==> src/rtl/cache_mem_arbiter.sv <==
`default_nettype none
// -----------------------------------------------------------------------------
// cache_mem_arbiter : round-robin share of one burst memory port by icache/dcache
// Rev 1.0
// -----------------------------------------------------------------------------
module cache_mem_arbiter #(
   parameter int LINE_WIDTH = 256,
   parameter int BEAT_WIDTH = 64,
   parameter int BURST_LEN  = 4
) (
   input  logic                  clk,
   input  logic                  rst_n,
   input  logic [31:0]           i_dfp_addr,
   input  logic                  i_dfp_read,
   output logic [LINE_WIDTH-1:0] i_dfp_rdata,
   output logic                  i_dfp_resp,
   input  logic [31:0]           d_dfp_addr,
   input  logic                  d_dfp_read,
   input  logic                  d_dfp_write,
   input  logic [LINE_WIDTH-1:0] d_dfp_wdata,
   output logic [LINE_WIDTH-1:0] d_dfp_rdata,
   output logic                  d_dfp_resp,
   output logic [31:0]           bmem_addr,
   output logic                  bmem_read,
   output logic                  bmem_write,
   output logic [BEAT_WIDTH-1:0] bmem_wdata,
   input  logic                  bmem_ready,
   input  logic [BEAT_WIDTH-1:0] bmem_rdata,
   input  logic                  bmem_rvalid
);
   localparam int            CW        = $clog2(BURST_LEN) + 1;
   localparam int            OFS       = $clog2(LINE_WIDTH / 8);
   localparam logic [CW-1:0] LAST_BEAT = CW'(BURST_LEN - 1);
   localparam logic          ICACHE    = 1'b0;
   localparam logic          DCACHE    = 1'b1;

   typedef enum logic [1:0] {IDLE, WR_BURST, RD_WAIT, RESP} state_t;

   state_t                state;
   logic [CW-1:0]         count;
   logic                  last_grant;
   logic                  owner;
   logic [31:0]           addr_q;
   logic [LINE_WIDTH-1:0] line_buf;
   logic [LINE_WIDTH-1:0] line_next;
   logic [LINE_WIDTH-1:0] i_rdata_q;
   logic [LINE_WIDTH-1:0] d_rdata_q;

   logic                  i_req;
   logic                  d_req;
   logic                  pick_d;
   logic                  go;
   logic                  go_write;
   logic [31:0]           sel_addr;
   logic                  unused_addr_bits;

   assign unused_addr_bits = ^{i_dfp_addr[OFS-1:0], d_dfp_addr[OFS-1:0]};

   // A grant only takes effect in a cycle where memory can accept the command.
   always_comb begin
      i_req     = i_dfp_read;
      d_req     = d_dfp_read | d_dfp_write;
      pick_d    = d_req && (!i_req || (last_grant == ICACHE));
      go        = rst_n && (state == IDLE) && (i_req || d_req) && bmem_ready;
      go_write  = go && pick_d && d_dfp_write;
      sel_addr  = pick_d ? {d_dfp_addr[31:OFS], OFS'(0)} : {i_dfp_addr[31:OFS], OFS'(0)};
      line_next = line_buf;
      line_next[count*BEAT_WIDTH +: BEAT_WIDTH] = bmem_rdata;
   end

   always_comb begin
      bmem_read  = go && !go_write;
      bmem_write = go_write || (state == WR_BURST);
      bmem_addr  = '0;
      if (go)
         bmem_addr = sel_addr;
      else if ((state == WR_BURST) || (state == RD_WAIT))
         bmem_addr = addr_q;
      bmem_wdata = '0;
      if (go_write)
         bmem_wdata = d_dfp_wdata[BEAT_WIDTH-1:0];
      else if (state == WR_BURST)
         bmem_wdata = d_dfp_wdata[count*BEAT_WIDTH +: BEAT_WIDTH];
      i_dfp_resp  = (state == RESP) && (owner == ICACHE);
      d_dfp_resp  = (state == RESP) && (owner == DCACHE);
      i_dfp_rdata = i_rdata_q;
      d_dfp_rdata = d_rdata_q;
   end

   always_ff @(posedge clk or negedge rst_n) begin
      if (!rst_n) begin
         state      <= IDLE;
         count      <= '0;
         last_grant <= ICACHE;
         owner      <= ICACHE;
         addr_q     <= '0;
         line_buf   <= '0;
         i_rdata_q  <= '0;
         d_rdata_q  <= '0;
      end else begin
         case (state)
            IDLE: begin
               if (go) begin
                  owner      <= pick_d;
                  last_grant <= pick_d;
                  addr_q     <= sel_addr;
                  if (go_write) begin
                     count <= CW'(1);
                     state <= WR_BURST;
                  end else begin
                     count <= '0;
                     state <= RD_WAIT;
                  end
               end
            end
            WR_BURST: begin
               if (bmem_ready) begin
                  count <= count + 1'b1;
                  if (count == LAST_BEAT)
                     state <= RESP;
               end
            end
            RD_WAIT: begin
               // The client's rdata register is loaded with the completed line so it
               // is valid during RESP and holds until that client's next read.
               if (bmem_rvalid) begin
                  line_buf <= line_next;
                  count    <= count + 1'b1;
                  if (count == LAST_BEAT) begin
                     state <= RESP;
                     if (owner == DCACHE)
                        d_rdata_q <= line_next;
                     else
                        i_rdata_q <= line_next;
                  end
               end
            end
            RESP: begin
               count <= '0;
               state <= IDLE;
            end
            default: state <= IDLE;
         endcase
      end
   end

`ifndef SYNTHESIS
   always_ff @(posedge clk) begin
      if (rst_n) begin
         assert (!(d_dfp_read && d_dfp_write));
         assert (!bmem_rvalid || (state == RD_WAIT));
      end
   end
`endif

endmodule
`default_nettype wire

==> config.mk <==
export PLATFORM = sky130hd
export DESIGN_NAME = cache_mem_arbiter
export DESIGN_NICKNAME = d
export VERILOG_FILES = /design/src/rtl/cache_mem_arbiter.sv
export SDC_FILE = /design/constraint.sdc
export NUM_CORES = 1
export LEC_CHECK = 0
export CAP_MARGIN = 10
export CORE_AREA = 2 2 391 393
export CTS_BUF_LIST = sky130_fd_sc_hd__clkbuf_16
export CTS_CLUSTER_SIZE = 24
export DETAILED_ROUTE_END_ITERATION = 10
export DIE_AREA = 0 0 393 395
export GPL_ROUTABILITY_DRIVEN = 0
export GPL_TIMING_DRIVEN = 0
export MAX_ROUTING_LAYER = met4
export PLACE_DENSITY_LB_ADDON = 0.2
export SYNTH_ARGS = -nofsm -noshare
export SYNTH_HDL_FRONTEND = slang
export SYNTH_SLANG_ARGS = --single-unit
export TNS_END_PERCENT = 30
==> constraint.sdc <==
create_clock -name clk -period 3.9 [get_ports clk]
set_clock_uncertainty 0.05 [all_clocks]
set_input_delay 0.975 -clock clk [delete_from_list [all_inputs] [get_ports clk]]
set_output_delay 0.975 -clock clk [all_outputs]
set_load 0.01 [all_outputs]
Yosys cells after proc, flatten, opt, wreduce, memory -nomap -nowiden. Cells that the tools add are included.

Register bits: 806. Bits of input ports: 391. Output and inout port bits: 612. Word-level logic and storage cells: 59.

Reduce and logical (&&, ||, !) cells: 21. Shift operators: 3. Bitwise operators: 2. Mux-type cells: 17. $add $sub $neg: 2. Eq/ne operators: 7.

Operators by type and width (count): $bwmux 256 (1); $shift 64x34->256 const A (1); $shiftx 256x10->64 (1); $shiftx 64x34->256 (1); $mux 64 (2); $mux 32 (3); $neg 9->34 (1); $pmux 3 s4 (1); $mux 2 (5); $logic_and 1x1->1 (9); $mux 3 (3); $pmux 2 s4 (1); $reduce_and 4->1 (2); $ne 2x2->1 const B (3); $eq 2x2->1 const B (2); $logic_or 1x1->1 (4); $reduce_and 2->1 (2); $add 3x1->3 const B (1); $eq 3x2->1 const B (1); $reduce_and 3->1 (1); $eq 2x1->1 const B (1); $logic_not 1->1 (2); $logic_not 2->1 (1); $mux 1 (1); 2 further kinds (2).

Logic depth before layout (Yosys ltp). Gate-level depths: netlist of run 1.

Depth after elaboration: 9. Mapped depth: 10. Gate-level depth less buffers: 7.

Worst setup path before layout of run 1. OpenSTA, ideal clock, no wires.

Path kind: input port to output port. Start: input bmem_ready. End: output bmem_wdata[10]. Arrival: 2206 ps. Path slack: 669 ps. Path buffers: 1. Data required time: 2875 ps. Stages on the path: 5. Cell sequence: and3_1 > and3_1 > a21oi_2 > clkbuf_1 > a2bb2oi_1.

Word-level cells in the longest chain between the ends: 4.

Ends and longest elaborated chain: start: declaration (line 27) `input logic bmem_ready,`; $logic_and 1x1->1 (line 64) `go = rst_n && (state == IDLE) && (i_req || d_req) && bmem_ready;`; $logic_and 1x1->1 (2 in a row) (line 65) `go_write = go && pick_d && d_dfp_write;`; $mux 64 (line 80) `if (go_write)`; end: declaration (line 26) `output logic [BEAT_WIDTH-1:0] bmem_wdata,`.

No other way between the ends.

Final worst setup path of run 1.
Start: input rst_n. End: output bmem_wdata[7].

Word-level cells in the longest chain between the ends: 6.

Ends and longest elaborated chain: start: declaration (line 12) `input logic rst_n,`; $logic_and 1x1->1 (3 in a row) (line 64); $logic_and 1x1->1 (2 in a row) (line 65); $mux 64 (line 80).

No other way between the ends.

==> impl_metrics.py, run 1 <==
metrics = {
    "critical_path": {
        "r2r_cells": 10,
        "crit_arrival_ns": 2.88,
        "cp_max_fo": 10,
        "rr_endpoint": "i_dfp_rdata[126]",
        "crit_chain": "buf_16 -> buf_16 -> buf_16 -> buf_16 -> buf_16 -> and3_4 -> and3_4 -> a21oi_4 -> buf_12 -> clkbuf_16 -> a2bb2oi_2 -> buf_6",
        "rr_startpoint": "count[1]",
        "crit_path_frequent_cell": "buf_16",
        "crit_path_end_kind": "primary output",
        "cp_slowest_cell": "and3_4",
        "cp_data_required_time_ns": 2.87,
        "slowest_delay_ns": 0.22,
        "critPathLaunchType": "input port",
        "worstSetupPathType": "in2out",
        "r2r_slack_ns": 0.29,
    },
    "floorplanning": {
        "die_h_um": 395,
        "io_pins": 1003,
        "dieWidth_um": 393,
        "initial_core_util_pct": 22.6,
        "row_count": 143,
        "die_area_sq_um": 155000,
        "core_sq_um": 151000,
    },
    "timing": {
        "fmax_ghz": 0.256,
        "slew_violations": 0,
        "fin_crit_ns": 3.90,
        "max_slew_margin_pct": 21.1,
        "finalSetupViolations": 1,
        "post-route-period-util_pct": 100,
        "setup_slack_ns": -0.00270,
        "rsz0062_at_grt": "true",
        "tightest_slew_ns": 1.18,
        "finalHoldViolCount": 0,
    },
    "global_route": {
        "antenna_found_initial": 53,
        "grt_overflow": 0,
        "grt.total_usage_pct": 23.1,
        "grt_max_degree": 115,
        "grt_pass1_wl_mm": 242,
        "grt_pass1_vias": 29200,
    },
    "layout": {
        "stdcell_count": 6193,
        "design_area_sq_um": 50700,
        "drive_gt1_share_pct": 17.3,
        "fillers": 15600,
        "synthToLayoutAreaGrowth_pct": 48.7,
        "final_nets": 4457,
    },
    "yosys": {
        "synth_seq_cells": 801,
        "synth_top_flop_cell": "dfrtp_1",
        "synthDistinctLibCells": 41,
        "syn_area_sq_um": 34100,
        "yosysWarnings": 0,
        "syn_avg_cell_area_sq_um": 11.6,
        "syn_inst": 2930,
        "synth_common_cells": "dfrtp_1, nand2_1, o21ai_0",
        "seq_area_frac_synth_pct": 58.8,
        "ys_top_cells_by_area": "dfrtp_1, mux2_2, mux2i_1",
        "synth_top_area_share_pct": 58.8,
        "yosysMostFrequentCell": "dfrtp_1",
        "synthArstFlopShare_pct": 100,
        "synth_edf_count": 0,
        "synth_top_area_cell": "dfrtp_1",
    },
    "detailed_routing": {
        "via_per_inst": 4.58,
        "num_vias": 28400,
        "drt_iter0_drc": 1806,
        "ant_nets": 0,
        "routed_wl_mm": 178,
        "firstDrtPassIters": 5,
        "wl_per_cell_um": 28.7,
        "drc_errors": 0,
    },
    "status": {
        "status": "finished with violations",
        "violations": "negative setup slack",
    },
    "clocking": {
        "cts_sinks": 801,
        "worstSkewPairLatency_ns": 0.70,
        "cts_max_level": 3,
        "root_buffer": "clkbuf_16",
        "cts_max_path_buffers": 3,
        "cts_made_buffers": 93,
        "cts_tree": "done",
        "holdBufCountCts": 0,
        "clk_pin_slew_worst_paths_ns": 0.06,
    },
    "power": {
        "vdd_ir_drop_max_uv": 328,
        "p_leak_nw": 22.4,
        "power.density_nw_per_um2": 631,
    },
    "place": {
        "hpwl_mm": 138,
        "post-place-cells": 5963,
        "io_buffers": 987,
        "dpl_cell_area_sq_um": 46800,
    },
    "flow_run": {
        "maxCapViolations": 0,
    },
    "hold_path": {
        "hold_path_class": "in2async",
    },
}
==> what timing repair did <==
item,in CTS,in global routing
pin swaps,1,0
setup endpoints to repair,232,87
buffers inserted,14,0
gates resized for setup,459,69
cloned,16,0
==> placed cells by master, fill, tap and decap left out, drive strengths merged, types with 5 or more instances in the layout <==
cell / n
nor2: 33
a21o: 27
bufbuf: 14
a21oi: 6
buf: 177
a31o: 27
a2bb2oi: 65
mux2: 320
dlygate4sd2: 25
nor2b: 5
diode: 32
dfrtp: 801
clkbuf: 236
conb: 5
clkinv: 43
o21ai: 513
mux2i: 286
nand2: 518
clkdlybuf4s50: 891
ha: 9
o221ai: 63
inv: 31
==> per-layer routing <==
metal / GRT usage, % / share of wire [%]
met1: 26.3 / 39
met2: 39.5 / 51
met3: 5.08 / 6.1
met4: 8.15 / 3.8
met5: - / 0
==> report_power, final <==
part	leakage [nW]	switching (mW)	internal (mW)
Combinational	10.0	6.29	5.73
Sequential	11.0	1.20	10.4
Clock	1.45	3.77	4.61
==> through the flow <==
stage               setup TNS [ns]  util [%]  worst slack (ns)  total power, mW  hold WS (ns)
floorplan                        0         -             0.669             17.1         0.400
global placement                 -      30.8            -37.36             23.6         0.411
detailed placement         -486.61      31.0             -2.81             23.6         0.418
CTS                         -0.202      33.4            -0.103             32.3         0.122
global route                -0.512      33.5           -0.0699             33.7         0.147
finish                    -0.00270      33.6          -0.00270             32.0         0.185
==> worst max-delay path by stage <==
| stage | start | depth (start not counted) | slack [ns] | endpoint |
|---|---|---|---|---|
| 2_1_floorplan | bmem_ready | 5 | 0.67 | bmem_wdata[10] |
| 3_5_place_dp | rst_n | 11 | -2.81 | bmem_wdata[22] |
| 3_3_place_gp | rst_n | 1 | -37.36 | addr_q[10] |
| 6_report | rst_n | 12 | -0.003 | bmem_wdata[7] |
| 5_1_grt | rst_n | 12 | -0.07 | bmem_addr[28] |
| 4_1_cts | rst_n | 12 | -0.10 | bmem_wdata[52] |
==> state kept, by name (all words and copies together), names as in the netlist <==
name         cells
state            2
count            3
d_dfp_rdata    256
addr_q          27
line_buf       256
owner            1
i_dfp_rdata    256
==> critical path: cells and delay by family <==
family,cells,cell delay (ns)
buf+inv,8,1.15
simple gates,2,0.39
compound gates,2,0.32
==> logic make-up after synthesis <==
family,synth area share [%]
buffers and inverters,3.04
AND/OR/NAND/NOR,6.58
flip-flops,58.8
adder cells (fa/ha/maj),0.330
multiplexers,19.0
AO/OA/AOI/OAI,12.3
other,0.0110
==> area by class of cell <==
cell class              count  area (sq um)  area share, %
well taps                2030          2540           5.01
inverters                   5          18.8         0.0370
plain buffers             226          1300           2.57
clock buffers              93          2330           4.59
diodes                     32          80.1          0.158
multi-input cells        1902         13400           26.5
flip-flops and latches    801         20000           39.5
repair buffers           1028         10500           20.7
clock inverters            76           503          0.991
No activity file was read; power rests on OpenSTA's default activity.
==> run 2, diff against run 1 <==
Settings changed: CAP_MARGIN 10 to 20, CTS_CLUSTER_DIAMETER set to 60.
==> impl_metrics.py, run 2 (synthesis gave the netlist of run 1 again) <==
metrics = {
    "place": {
        "dpl_cell_area_sq_um": 46900,
        "io_buffers": 987,
        "hpwl_mm": 138,
        "post-place-cells": 5965,
    },
    "critical_path": {
        "critPathLaunchType": "input port",
        "worstSetupPathType": "in2out",
        "cp_max_fo": 10,
        "r2r_slack_ns": 0.26,
        "crit_arrival_ns": 2.89,
        "crit_path_end_kind": "primary output",
        "cp_data_required_time_ns": 2.87,
        "r2r_cells": 10,
    },
    "floorplanning": {
        "core_sq_um": 151000,
        "row_count": 143,
        "io_pins": 1003,
        "initial_core_util_pct": 22.6,
        "dieWidth_um": 393,
        "die_area_sq_um": 155000,
        "die_h_um": 395,
    },
    "clocking": {
        "worstSkewPairLatency_ns": 0.73,
        "root_buffer": "clkbuf_16",
        "cts_sinks": 801,
        "cts_max_level": 3,
        "cts_tree": "done",
        "cts_max_path_buffers": 3,
        "clk_pin_slew_worst_paths_ns": 0.07,
        "cts_made_buffers": 87,
        "holdBufCountCts": 0,
    },
    "detailed_routing": {
        "firstDrtPassIters": 7,
        "ant_nets": 0,
        "drt_iter0_drc": 1726,
        "drc_errors": 0,
        "via_per_inst": 4.61,
        "wl_per_cell_um": 28.8,
        "routed_wl_mm": 178,
        "num_vias": 28500,
    },
    "global_route": {
        "grt_overflow": 0,
        "grt_pass1_vias": 29300,
        "antenna_found_initial": 50,
        "grt.total_usage_pct": 23.1,
        "grt_pass1_wl_mm": 243,
        "grt_max_degree": 115,
    },
    "layout": {
        "layout_common_cells": "clkdlybuf4s50_1, dfrtp_1, nand2_1",
        "layout.cells.most_common": "clkdlybuf4s50_1",
        "stdcell_count": 6172,
        "drive_gt1_share_pct": 17.9,
        "fillers": 15500,
        "postLayoutCoreUtil_pct": 33.7,
        "synthToLayoutAreaGrowth_pct": 49.3,
        "design_area_sq_um": 50900,
        "final_nets": 4453,
    },
    "timing": {
        "fin_crit_ns": 3.91,
        "tightest_slew_ns": 1.07,
        "finalHoldViolCount": 0,
        "setup_slack_ns": -0.0102,
        "fmax_ghz": 0.256,
        "max_slew_margin_pct": 28.5,
        "post-route-period-util_pct": 100,
        "fin_hold_ws_ns": 0.147,
        "fin_setup_tns_ns": -0.0102,
        "slew_violations": 0,
        "finalSetupViolations": 1,
        "rsz0062_at_grt": "true",
    },
    "status": {
        "violations": "negative setup slack",
        "status": "finished with violations",
    },
    "power": {
        "power.density_nw_per_um2": 638,
        "p_leak_nw": 22.4,
        "vdd_ir_drop_max_uv": 373,
    },
    "flow_run": {
        "maxCapViolations": 0,
    },
    "hold_path": {
        "hold_path_class": "in2async",
    },
}
run 2: cell count changes in the layout (fill, tap and decap cells not counted), moves of 7 or more:
| cell | change |
|---|---|
| clkinv_1 | -22 |
| inv_8 | +7 |
| inv_1 | -17 |
| clkinvlp_4 | +10 |
| diode_2 | -14 |
run 2: path summary, 6_finish.rpt:
path                                  from          endpoint
max                                  rst_n    bmem_wdata[29]
min                                  rst_n   i_dfp_rdata[43]
max reg2reg                       count[1]  i_dfp_rdata[249]
min reg2reg                d_dfp_rdata[44]   d_dfp_rdata[44]
max in group asynchronous            rst_n    d_dfp_rdata[8]
min in group clk           d_dfp_rdata[44]   d_dfp_rdata[44]
run 2: per-stage QoR:
step	total power [mW]	setup slack [ns]
floorplan	17.1	0.669
global placement	23.6	-37.36
detailed placement	23.6	-2.79
CTS	32.8	-0.114
global route	34.1	-0.0368
finish	32.5	-0.0102
run 2: power by group:
| part | internal (mW) | leakage, nW | switching [mW] |
|---|---|---|---|
| sequential | 10.4 | 11.0 | 1.20 |
| clock | 4.69 | 1.45 | 4.12 |
| combinational | 5.73 | 10.0 | 6.31 |
| total | 20.8 | 22.4 | 11.6 |
run 2: critical path, stage by stage:
cell	delay, ns
buf_16	0.11
buf_16	0.12
buf_16	0.13
buf_16	0.13
buf_16	0.15
and3_4	0.17
and3_4	0.22
a21oi_4	0.14
buf_12	0.16
clkbuf_16	0.18
a2bb2oi_1	0.18
buf_4	0.18
run 2: area by class of cell:
type / count / area [sq um] / share of cell area (%)
Clock inverter: 73 / 875 / 1.72
Antenna cell: 18 / 45.0 / 0.0884
Sequential cell: 801 / 20000 / 39.4
Tap cell: 2030 / 2540 / 4.99
Timing Repair Buffer: 1030 / 10500 / 20.6
Inverter: 5 / 18.8 / 0.0369
Clock buffer: 87 / 2180 / 4.28
Buffer: 226 / 1290 / 2.53
Multi-Input combinational cell: 1902 / 13400 / 26.4
run 2: metal layers:
layer | share of wire [%] | up-vias | GRT usage, %
met5 | 0 | - | -
met4 | 3.9 | 0 | 7.90
li1 | - | 12600 | -
met3 | 5.5 | 277 | 4.61
met1 | 40 | 14700 | 26.4
met2 | 51 | 921 | 39.9
run 2: timing repair:
item / 4_1_cts / 5_1_grt
endpoints found under the hold margin: 0 / 0
pin swaps: 1 / 0
buffers inserted: 14 / 0
gates cloned: 16 / 0
setup endpoints to repair: 231 / 92
gates resized for setup: 454 / 59
==> variant, RTL diff (settings of run 2) <==
Change the parameter `BURST_LEN` from 4 to 8.
--- a/src/rtl/cache_mem_arbiter.sv
+++ b/src/rtl/cache_mem_arbiter.sv
@@ -6,7 +6,7 @@
 module cache_mem_arbiter #(
    parameter int LINE_WIDTH = 256,
    parameter int BEAT_WIDTH = 64,
-   parameter int BURST_LEN  = 4
+   parameter int BURST_LEN  = 8
 ) (
    input  logic                  clk,
    input  logic                  rst_n,
Check against the original RTL: not settled (the Yosys comparison gave no result); the edit may change what the design does.
==> variant against run 2 <==
Final cell count up 3.5%; area after synthesis up 2.6%; routed wire length up 7.7%; power down 9.3%; die area unchanged; worst setup slack better by 0.080 ns; non-clock buffer count up 2; sequential cell count up 1; design area up 0.72%; highest routed layer unchanged.
==> variant: results <==
{
  "ys_top_cells_by_count": "802 x dfrtp_1, 541 x nor2_1, 511 x a21oi_1",
  "dp.cells": 6196,
  "ir_drop_mv": 0.277,
  "seq_area_sq_um": 20100,
  "grt_pass1_wl_microns": 259000,
  "rr_worst_depth": 12,
  "grt_usage": 0.248,
  "wl_met1_microns": 78100,
  "clock_latency_ns": 0.69,
  "fillers": 15500,
  "met1_usage": 0.299,
  "drive_gt1_frac": 0.146,
  "antenna-diode-count": 27,
  "drt-initial-drc-count": 1960,
  "status": "finished clean",
  "cts_buffers": 83,
  "dpl.hpwl_microns": 152000,
  "dpl_worst_slack_ns": -2.14,
  "reg2reg_slack_ns": 0.09,
  "synth_cell_type_count": 45,
  "placed_area_sq_um": 47700,
  "via_per_inst": 4.74,
  "grt_max_degree": 117,
  "syn_inst": 3166,
  "clock_buffers": 84,
  "critPathSlowestCell": "dlygate4sd2_1",
  "cts.sinks": 802,
  "nNetsFinal": 4659,
  "drt-total-wl_microns": 191000,
  "cellLeakagePower_nw": 23.6,
  "multi_input_area_sq_um": 13900,
  "firstDrtPassIters": 5,
  "area_delta_synth_final_pct": 46.6,
  "reg2reg_to": "i_dfp_rdata[73]",
  "holdWs_ns": 0.0876,
  "grt.met3_usage": 0.0685,
  "seq_area_frac_synth": 0.573,
  "area_share_clock_buf_inv": 0.0574,
  "buf_share": 0.228,
  "layout.comb_gates.multi_input": 2106,
  "synth_area_leaders": "dfrtp_1 57%, mux2i_1 8.1%, a21oi_1 7.3%, nor2_1 5.8%, mux4_2 4.1%",
  "antenna_found_initial": 69,
  "use_met2": 0.392,
  "route.met2.wl_microns": 91100
}
==> variant: cells by family (layout without fill, tap and decap cells) <==
| family | count (synthesis) | after routing | synth area share |
|---|---|---|---|
| AND/OR/NAND/NOR | 782 | 782 | 0.0922 |
| buffers and inverters | 262 | 1424 | 0.0360 |
| XOR/XNOR | 1 | 1 | 0.000787 |
| AO/OA/AOI/OAI | 842 | 842 | 0.134 |
| flip-flops | 802 | 802 | 0.573 |
| adder cells (fa/ha/maj) | 7 | 7 | 0.00250 |
| multiplexers | 469 | 469 | 0.161 |
| other | 1 | 32 | 0.000107 |
==> variant: report_power, final <==
| group | internal [mW] | switching, mW | total [mW] |
|---|---|---|---|
| Sequential | 9.71 | 0.839 | 10.6 |
| Combinational | 4.56 | 5.71 | 10.3 |
| Clock | 4.35 | 4.29 | 8.63 |
| Total | 18.6 | 10.8 | 29.5 |
==> variant: what timing repair did <==
item | CTS | global route
gates resized for setup | 257 | 16
gates cloned | 5 | 0
setup endpoints to repair | 861 | 157
setup buffers | 3 | 5
